## src/rtl/mfp_ahb_arbiter.sv

```systemverilog
// Two-master AHB-lite arbiter: M0 (CPU) has priority, M1 (aux engine) gets the bus on M0 release.
// Define MFP_AHB_ARB_STARVE_EN to add a wait counter that forces a handover to M1 after MAX_WAIT cycles.
module mfp_ahb_arbiter #(
  parameter int unsigned MAX_WAIT = 8
) (
  input  logic        HCLK,
  input  logic        HRESETn,
  input  logic        M0_HBUSREQ,
  input  logic        M1_HBUSREQ,
  input  logic [31:0] M0_HADDR,
  input  logic [1:0]  M0_HTRANS,
  input  logic        M0_HWRITE,
  input  logic [2:0]  M0_HSIZE,
  input  logic [31:0] M0_HWDATA,
  input  logic [31:0] M1_HADDR,
  input  logic [1:0]  M1_HTRANS,
  input  logic        M1_HWRITE,
  input  logic [2:0]  M1_HSIZE,
  input  logic [31:0] M1_HWDATA,
  input  logic        HREADY,
  output logic [31:0] HADDR,
  output logic [1:0]  HTRANS,
  output logic        HWRITE,
  output logic [2:0]  HSIZE,
  output logic [31:0] HWDATA,
  output logic        M0_HGRANT,
  output logic        M1_HGRANT,
  output logic        HMASTER
);

  localparam logic [1:0] ST_PARK0    = 2'd0;
  localparam logic [1:0] ST_OWN0     = 2'd1;
  localparam logic [1:0] ST_OWN1     = 2'd2;
  localparam logic [1:0] ST_HANDOVER = 2'd3;

  localparam logic [1:0] TR_IDLE   = 2'b00;
  localparam logic [1:0] TR_NONSEQ = 2'b10;
  localparam logic [1:0] TR_SEQ    = 2'b11;

`ifdef MFP_AHB_ARB_STARVE_EN
  localparam bit STARVE_EN = 1'b1;
`else
  localparam bit STARVE_EN = 1'b0;
`endif

  logic [1:0] state_q, state_d;
  logic       downer_q, downer_d;
  logic [7:0] wait_cnt_q, wait_cnt_d;
  logic       m1_xfer_q, m1_xfer_d;
  logic       hmaster;
  logic       m0_rel, m1_rel, starve_hit, m1_preempt_ok;

  // Grant moves to M1 already in HANDOVER; that cycle's address phase is forced IDLE.
  assign hmaster = (state_q == ST_OWN1) || (state_q == ST_HANDOVER);
  assign m0_rel  = !M0_HBUSREQ && (M0_HTRANS == TR_IDLE);
  assign m1_rel  = !M1_HBUSREQ && (M1_HTRANS == TR_IDLE);

  assign starve_hit = STARVE_EN && (32'(wait_cnt_q) >= MAX_WAIT) &&
                      M1_HBUSREQ && (M0_HTRANS != TR_SEQ);

  // With the starvation guard, M1 keeps the bus until one of its transfers has been accepted.
  assign m1_preempt_ok = M0_HBUSREQ && (M1_HTRANS != TR_SEQ) &&
                         (!STARVE_EN || m1_xfer_q || (M1_HTRANS == TR_NONSEQ));

  always_comb begin
    state_d = state_q;
    case (state_q)
      ST_PARK0: begin
        if (M0_HBUSREQ)      state_d = ST_OWN0;
        else if (M1_HBUSREQ) state_d = ST_HANDOVER;
      end
      ST_OWN0: begin
        if (m0_rel)          state_d = M1_HBUSREQ ? ST_HANDOVER : ST_PARK0;
        else if (starve_hit) state_d = ST_HANDOVER;
      end
      ST_OWN1: begin
        if (m1_rel)             state_d = M0_HBUSREQ ? ST_OWN0 : ST_PARK0;
        else if (m1_preempt_ok) state_d = ST_OWN0;
      end
      default: state_d = ST_OWN1;
    endcase
    if (!HREADY) state_d = state_q;
  end

  always_comb begin
    downer_d  = HREADY ? hmaster : downer_q;
    m1_xfer_d = m1_xfer_q;
    if (HREADY) m1_xfer_d = (state_q == ST_OWN1) && (m1_xfer_q || M1_HTRANS[1]);
  end

  always_comb begin
    wait_cnt_d = wait_cnt_q;
`ifdef MFP_AHB_ARB_STARVE_EN
    if (HREADY) begin
      if (state_q == ST_HANDOVER)
        wait_cnt_d = 8'd0;
      else if ((state_q == ST_OWN0) && M1_HBUSREQ && (wait_cnt_q != 8'hFF))
        wait_cnt_d = wait_cnt_q + 8'd1;
    end
`else
    wait_cnt_d = 8'd0;
`endif
  end

  always_ff @(posedge HCLK or negedge HRESETn) begin
    if (!HRESETn) begin
      state_q    <= ST_PARK0;
      downer_q   <= 1'b0;
      wait_cnt_q <= 8'd0;
      m1_xfer_q  <= 1'b0;
    end else begin
      state_q    <= state_d;
      downer_q   <= downer_d;
      wait_cnt_q <= wait_cnt_d;
      m1_xfer_q  <= m1_xfer_d;
    end
  end

  always_comb begin
    HADDR  = hmaster ? M1_HADDR  : M0_HADDR;
    HWRITE = hmaster ? M1_HWRITE : M0_HWRITE;
    HSIZE  = hmaster ? M1_HSIZE  : M0_HSIZE;
    HTRANS = hmaster ? M1_HTRANS : M0_HTRANS;
    if ((state_q == ST_PARK0) || (state_q == ST_HANDOVER)) HTRANS = TR_IDLE;
  end

  assign HWDATA    = downer_q ? M1_HWDATA : M0_HWDATA;
  assign M0_HGRANT = !hmaster;
  assign M1_HGRANT = hmaster;
  assign HMASTER   = hmaster;

endmodule

```

## config.mk

```make
export PLATFORM = sky130hd
export DESIGN_NAME = mfp_ahb_arbiter
export DESIGN_NICKNAME = d
export VERILOG_FILES = /design/src/rtl/mfp_ahb_arbiter.sv
export SDC_FILE = /design/constraint.sdc
export NUM_CORES = 1
export LEC_CHECK = 0
export BUFFER_PORTS_ARGS = -buffer_cell sky130_fd_sc_hd__buf_2
export CAP_MARGIN = 0
export CELL_PAD_IN_SITES_DETAIL_PLACEMENT = 1
export CELL_PAD_IN_SITES_GLOBAL_PLACEMENT = 2
export CORE_UTILIZATION = 10
export DETAILED_ROUTE_END_ITERATION = 16
export PLACE_DENSITY_LB_ADDON = 0.1
export SYNTH_ARGS = -nofsm -noshare
export SYNTH_HDL_FRONTEND = slang
export SYNTH_SLANG_ARGS = --single-unit
export TNS_END_PERCENT = 50
```

## constraint.sdc

```tcl
create_clock -name HCLK -period 2.9 [get_ports HCLK]
set_input_delay 0.87 -clock HCLK [delete_from_list [all_inputs] [get_ports HCLK]]
set_output_delay 0.87 -clock HCLK [all_outputs]
set_load 0.1 [all_outputs]
```

==> impl_metrics.yaml, run 1 <==
run_status:
  outcome: "finished clean"
critical_path:
  crit_arrival_ns: 1.96
  crit_required_ns: 2.03
  critPathMaxFanout: 10
  path_class: "flop to output pin"
  cp-end-kind: "output pin"
  cp-start-kind: "flop"
  r2r_cells: 5
grt:
  grt_pass1_vias: 1932
  antenna_found_initial: 0
  gr-usage-all-layers_pct: 9.769
  grt_pass1_wl_mm: 8.928
  grt_start_max_net_pins: 25
  overflow: 0
cells_and_area:
  nNetsFinal: 479
  finalInstanceArea_mm2: 0.003277
  diodes: 0
  syn_to_final_growth_pct: 193.9
  fillers: 1284
  drive_gt1_share_pct: 92.10
clocking:
  clk_path_buf_depth: 2
  clkLatencyLatePin_ns: 0.21
  h-tree-depth: 1
  clkTransAtPathRegs_ns: 0.03
  cts_buffers: 3
  tritoncts: "done"
  cts_root_buffer: "clkbuf_8"
  cts_hold_buf: 0
  cts_num_sinks: 3
sta:
  period_share_pct: 97.71
  setup_viol: 0
  hold_viol: 0
  rsz0062_at_grt: "false"
  slew_violations: 0
  slew_headroom_pct: 67.51
  hold-worst-slack_ns: 0.4490
  worst_slew_pin_slew_ns: 0.4907
  period_needed_ns: 2.834
  fin_skew_ns: 0.001442
  setup_tns_ns: 0
  clock.fmax_mhz: 352.9
min_path:
  min_path_type: "primary input to async pin"
route:
  drt-total-wl_mm: 6.384
  wl_per_cell_um: 13.61
  via_per_inst: 3.780
  dr.pass1.iters: 4
  drtIter0Drc: 15
  post-route-drc-count: 0
  ant_nets: 0
  route.vias.total: 1773
synthesis:
  syn_inst: 109
  synthDistinctLibCells: 22
  synthAdderAreaFrac_pct: 4.489
  yosysWarnings: 0
  synth_seq_cells: 3
  synth_top_family_by_area: "multiplexers"
  synth_compound_area_share_pct: 7.183
  netlist_area_mm2: 0.001115
  synthMuxAreaShare_pct: 70.93
  synthSimpleGateAreaFrac_pct: 4.265
  syn-num-nets: 258
  synth-xor-area-share_pct: 0
  avgSynthCellArea_um2: 10.23
  synth_seq_area_share_pct: 6.734
floorplan:
  die_h_um: 107.6
  die_w_um: 107.6
  ios: 218
  rows: 38
  die_area_mm2: 0.01157
  core_area_mm2: 0.01084
  start_util_pct: 10.28
job:
  max_cap_violations: 0
place:
  place_area_mm2: 0.002925
  gp_congestion: 0.6818
  place.port_buffers: 217
  dp_hpwl_mm: 5.450
## critical path, cell delays in order, from the launching register on
cell and delay (ns):
dfrtp_1 0.40, ha_1 0.26, or2_4 0.30, inv_8 0.09
clkbuf_16 0.16, mux2_2 0.36, buf_12 0.17
## state kept, by name, summed over array words and instances, names as in the netlist
register and count:
state_q 2, downer_q 1
## layer usage
layer | track usage (%) | up-vias | routed length [um]
met1 | 9.553 | 816 | 2102
met3 | 2.179 | 2 | 571
li1 | - | 847 | -
met2 | 20.47 | 108 | 3680
met4 | 1.761 | 0 | 29
met5 | 0 | - | 0
## Yosys cell counts
cell       n  share of area, %
mux2_2    67                68
buf_4      5               3.4
nand2_1    5               1.7
ha_1       4               4.5
a21oi_1    3               1.3
buf_2      3               1.3
dfrtp_1    3               6.7
inv_1      3               1.0
a21boi_1   2               1.3
nor2_1     2              0.67
a221oi_1   1              0.79
clkbuf_1   1              0.34
inv_2      1              0.34
mux2_1     1               1.0
mux2_4     1               1.3
mux2i_1    1              0.90
nand4_2    1               1.1
o21ba_1    1              0.90
o221ai_2   1               1.3
o31ai_1    1              0.67
o41ai_1    1              0.79
or2_4      1              0.79
## kinds of logic after synthesis
kind of cell,after synthesis
AO/OA/AOI/OAI,10
adder cells (fa/ha/maj),4
buffers and inverters,13
flip-flops,3
multiplexers,70
AND/OR/NAND/NOR,9
## cell usage in the layout, fill, tap and decap left out, drive strengths merged
cell type  synthesis  layout
buf                8     223
mux2              69      69
clkbuf             1       6
nand2              5       5
inv                4       4
ha                 4       4
a21oi              3       3
dfrtp              3       3
a21boi             2       2
nor2               2       2
or2                1       1
a221oi             1       1
o31ai              1       1
o21ba              1       1
o221ai             1       1
nand4              1       1
mux2i              1       1
o41ai              1       1
## cell type report
type	count	area, um2	area share, %
multi-input combinational	93	993.5	30.32
sequential	3	75.07	2.291
clock buffer	4	45.04	1.375
inverter	4	22.52	0.6873
tap	140	175.2	5.346
timing repair buffer	225	1966	59.98
## per-stage QoR
step	util [%]	cells	setup WS (ns)
floorplan	-	109	-0.02777
global placement	26.99	461	0.1616
detailed placement	26.99	461	0.1587
CTS	29.48	465	0.005599
global route	30.23	469	0.01194
finish	30.23	469	0.06642
## final timing paths
path | from | to | slack, ns
min reg2reg | state_q[0] | state_q[0] | 0.58
max reg2reg | state_q[1] | state_q[0] | 1.46
min | HRESETn | state_q[1] | 0.45
min in group HCLK | state_q[0] | state_q[0] | 0.58
max in group asynchronous | HRESETn | state_q[0] | 2.34
max | state_q[0] | HADDR[20] | 0.07
## repair_timing
action,CTS,global route
hold endpoints to repair,0,0
cloned,0,2
resized for setup,72,5
setup buffers,0,2
pin swaps,0,1
endpoints found under the setup margin,36,38
Power of run 1 is left out: the tool's default activity adds up to more than one toggle a clock period on the data nets, which glitch-free logic cannot reach.
==> inputs of run 2 (changes only) <==
==> constraint.sdc (replaced) <==
create_clock -name HCLK -period 2.9 [get_ports HCLK]
set_input_delay 0.87 -clock HCLK [delete_from_list [all_inputs] [get_ports HCLK]]
set_output_delay 0.87 -clock HCLK [all_outputs]
set_load 0.05 [all_outputs]
==> impl_metrics.yaml, run 2 (synthesis results as in run 1) <==
grt:
  antenna_found_initial: 0
  grt_pass1_wl_mm: 9.045
  grt_start_max_net_pins: 26
  grt_pass1_vias: 1907
  gr-usage-all-layers_pct: 10.15
  overflow: 0
sta:
  setup_viol: 0
  slew_violations: 0
  clock.fmax_mhz: 353.3
  setup_tns_ns: 0
  slew_headroom_pct: 78.05
  fin_skew_ns: 0.008882
  period_share_pct: 97.61
  hold_viol: 0
  worst_slew_pin_slew_ns: 0.3292
  period_needed_ns: 2.831
job:
  max_cap_violations: 0
route:
  via_per_inst: 3.850
  drtIter0Drc: 35
  drt-total-wl_mm: 6.574
  route.vias.total: 1802
  post-route-drc-count: 0
  wl_per_cell_um: 14.05
  ant_nets: 0
  dr.pass1.iters: 2
cells_and_area:
  largest_reg_flops: 2
  regArea_um2: 75.07
  top_register: "state_q"
  top_regs: "state_q (2), downer_q (1)"
  multi_input_area_um2: 977.2
  drive_gt1_share_pct: 92.38
  finalInstanceArea_mm2: 0.002649
  fillers: 1349
  syn_to_final_growth_pct: 137.6
  nNetsFinal: 478
  diodes: 0
  finalNonFillerCells: 468
  final_cell_mix: "buf_2 (183), mux2_2 (67), buf_4 (21)"
  final_common_cell: "buf_2"
  final_util_pct: 24.43
clocking:
  clkTransAtPathRegs_ns: 0.04
  cts_buffers: 3
  tritoncts: "done"
  clk_path_buf_depth: 2
  h-tree-depth: 1
  clkLatencyLatePin_ns: 0.22
  cts_num_sinks: 3
  cts_hold_buf: 0
  cts_root_buffer: "clkbuf_8"
floorplan:
  core_area_mm2: 0.01084
  die_area_mm2: 0.01157
  die_h_um: 107.6
  rows: 38
  ios: 218
  start_util_pct: 10.28
  die_w_um: 107.6
critical_path:
  path_class: "flop to output pin"
  critPathMaxFanout: 10
  crit_arrival_ns: 1.96
  crit_required_ns: 2.03
  cp-start-kind: "flop"
  cp-end-kind: "output pin"
place:
  place_area_mm2: 0.002359
  gp_congestion: 0.6543
  dpl.cell_count: 460
  place.port_buffers: 217
  dp_hpwl_mm: 5.313
power:
  p_leak_nw: 1.404
  power.density_mw_per_mm2: 1338
  ir_worst_vdd_mv: 0.5084
run_status:
  outcome: "finished clean"
min_path:
  min_path_type: "primary input to async pin"
-- run 2: cell count changes in the layout (fill, tap and decap cells not counted), moves of 2 or more --
cell,change
a21boi_4,-2
buf_12,-37
buf_16,+2
buf_2,+37
buf_4,+17
buf_6,-19
-- run 2: routing by layer --
metal  up-vias  track usage, %  routed length (um)
met3         5           3.390                 876
met1       807           9.233                2098
met5         -               0                   0
li1        846               -                   -
met2       144           20.83                3541
met4         0           2.838                  58
-- run 2: cell type report --
class | count | share of cell area [%]
Clock buffer | 4 | 1.701
Timing Repair Buffer | 224 | 51.11
Multi-Input combinational cell | 93 | 36.89
Tap cell | 140 | 6.613
Sequential cell | 3 | 2.834
Inverter | 4 | 0.8503
-- run 2: critical path: stages, from the launching register on --
cell and delay (ns):
dfrtp_1 0.41, inv_2 0.06, ha_2 0.20, or2_4 0.28, inv_8 0.10, clkbuf_16 0.17, mux2_2 0.33, buf_4 0.19
-- run 2: what timing repair did --
item	CTS	global route
gates cloned	2	1
setup endpoints to repair	36	27
resized for setup	41	25
buffers inserted	1	0
-- run 2: power by group --
| group | total [mW] | internal (mW) | switching, mW |
|---|---|---|---|
| combinational | 3.33 | 1.23 | 2.10 |
| clock | 0.128 | 0.0943 | 0.0332 |
| sequential | 0.0847 | 0.0635 | 0.0212 |
| total | 3.54 | 1.39 | 2.15 |
-- run 2: final timing paths --
check | cells past startpoint | start | endpoint | slack [ns]
max | 7 | state_q[0] | HADDR[15] | 0.07
min | 1 | HRESETn | state_q[1] | 0.44
max reg2reg | 5 | state_q[0] | state_q[0] | 1.36
min reg2reg | 1 | state_q[0] | state_q[0] | 0.62
max in group asynchronous | 1 | HRESETn | state_q[0] | 2.33
min in group HCLK | 1 | state_q[0] | state_q[0] | 0.62
-- run 2: stage by stage --
stage                     hold slack (ns)  worst slack [ns]  power [mW]
after floorplan                    0.5391          -0.09480       2.419
after global placement             0.5599            0.1865       3.021
after detailed placement           0.5962            0.1431       2.991
after CTS                          0.4459           0.02677       3.464
after global routing               0.4409         -0.003797       3.715
final                              0.4408           0.06937       3.545
(Power assumes the default switching activity.)
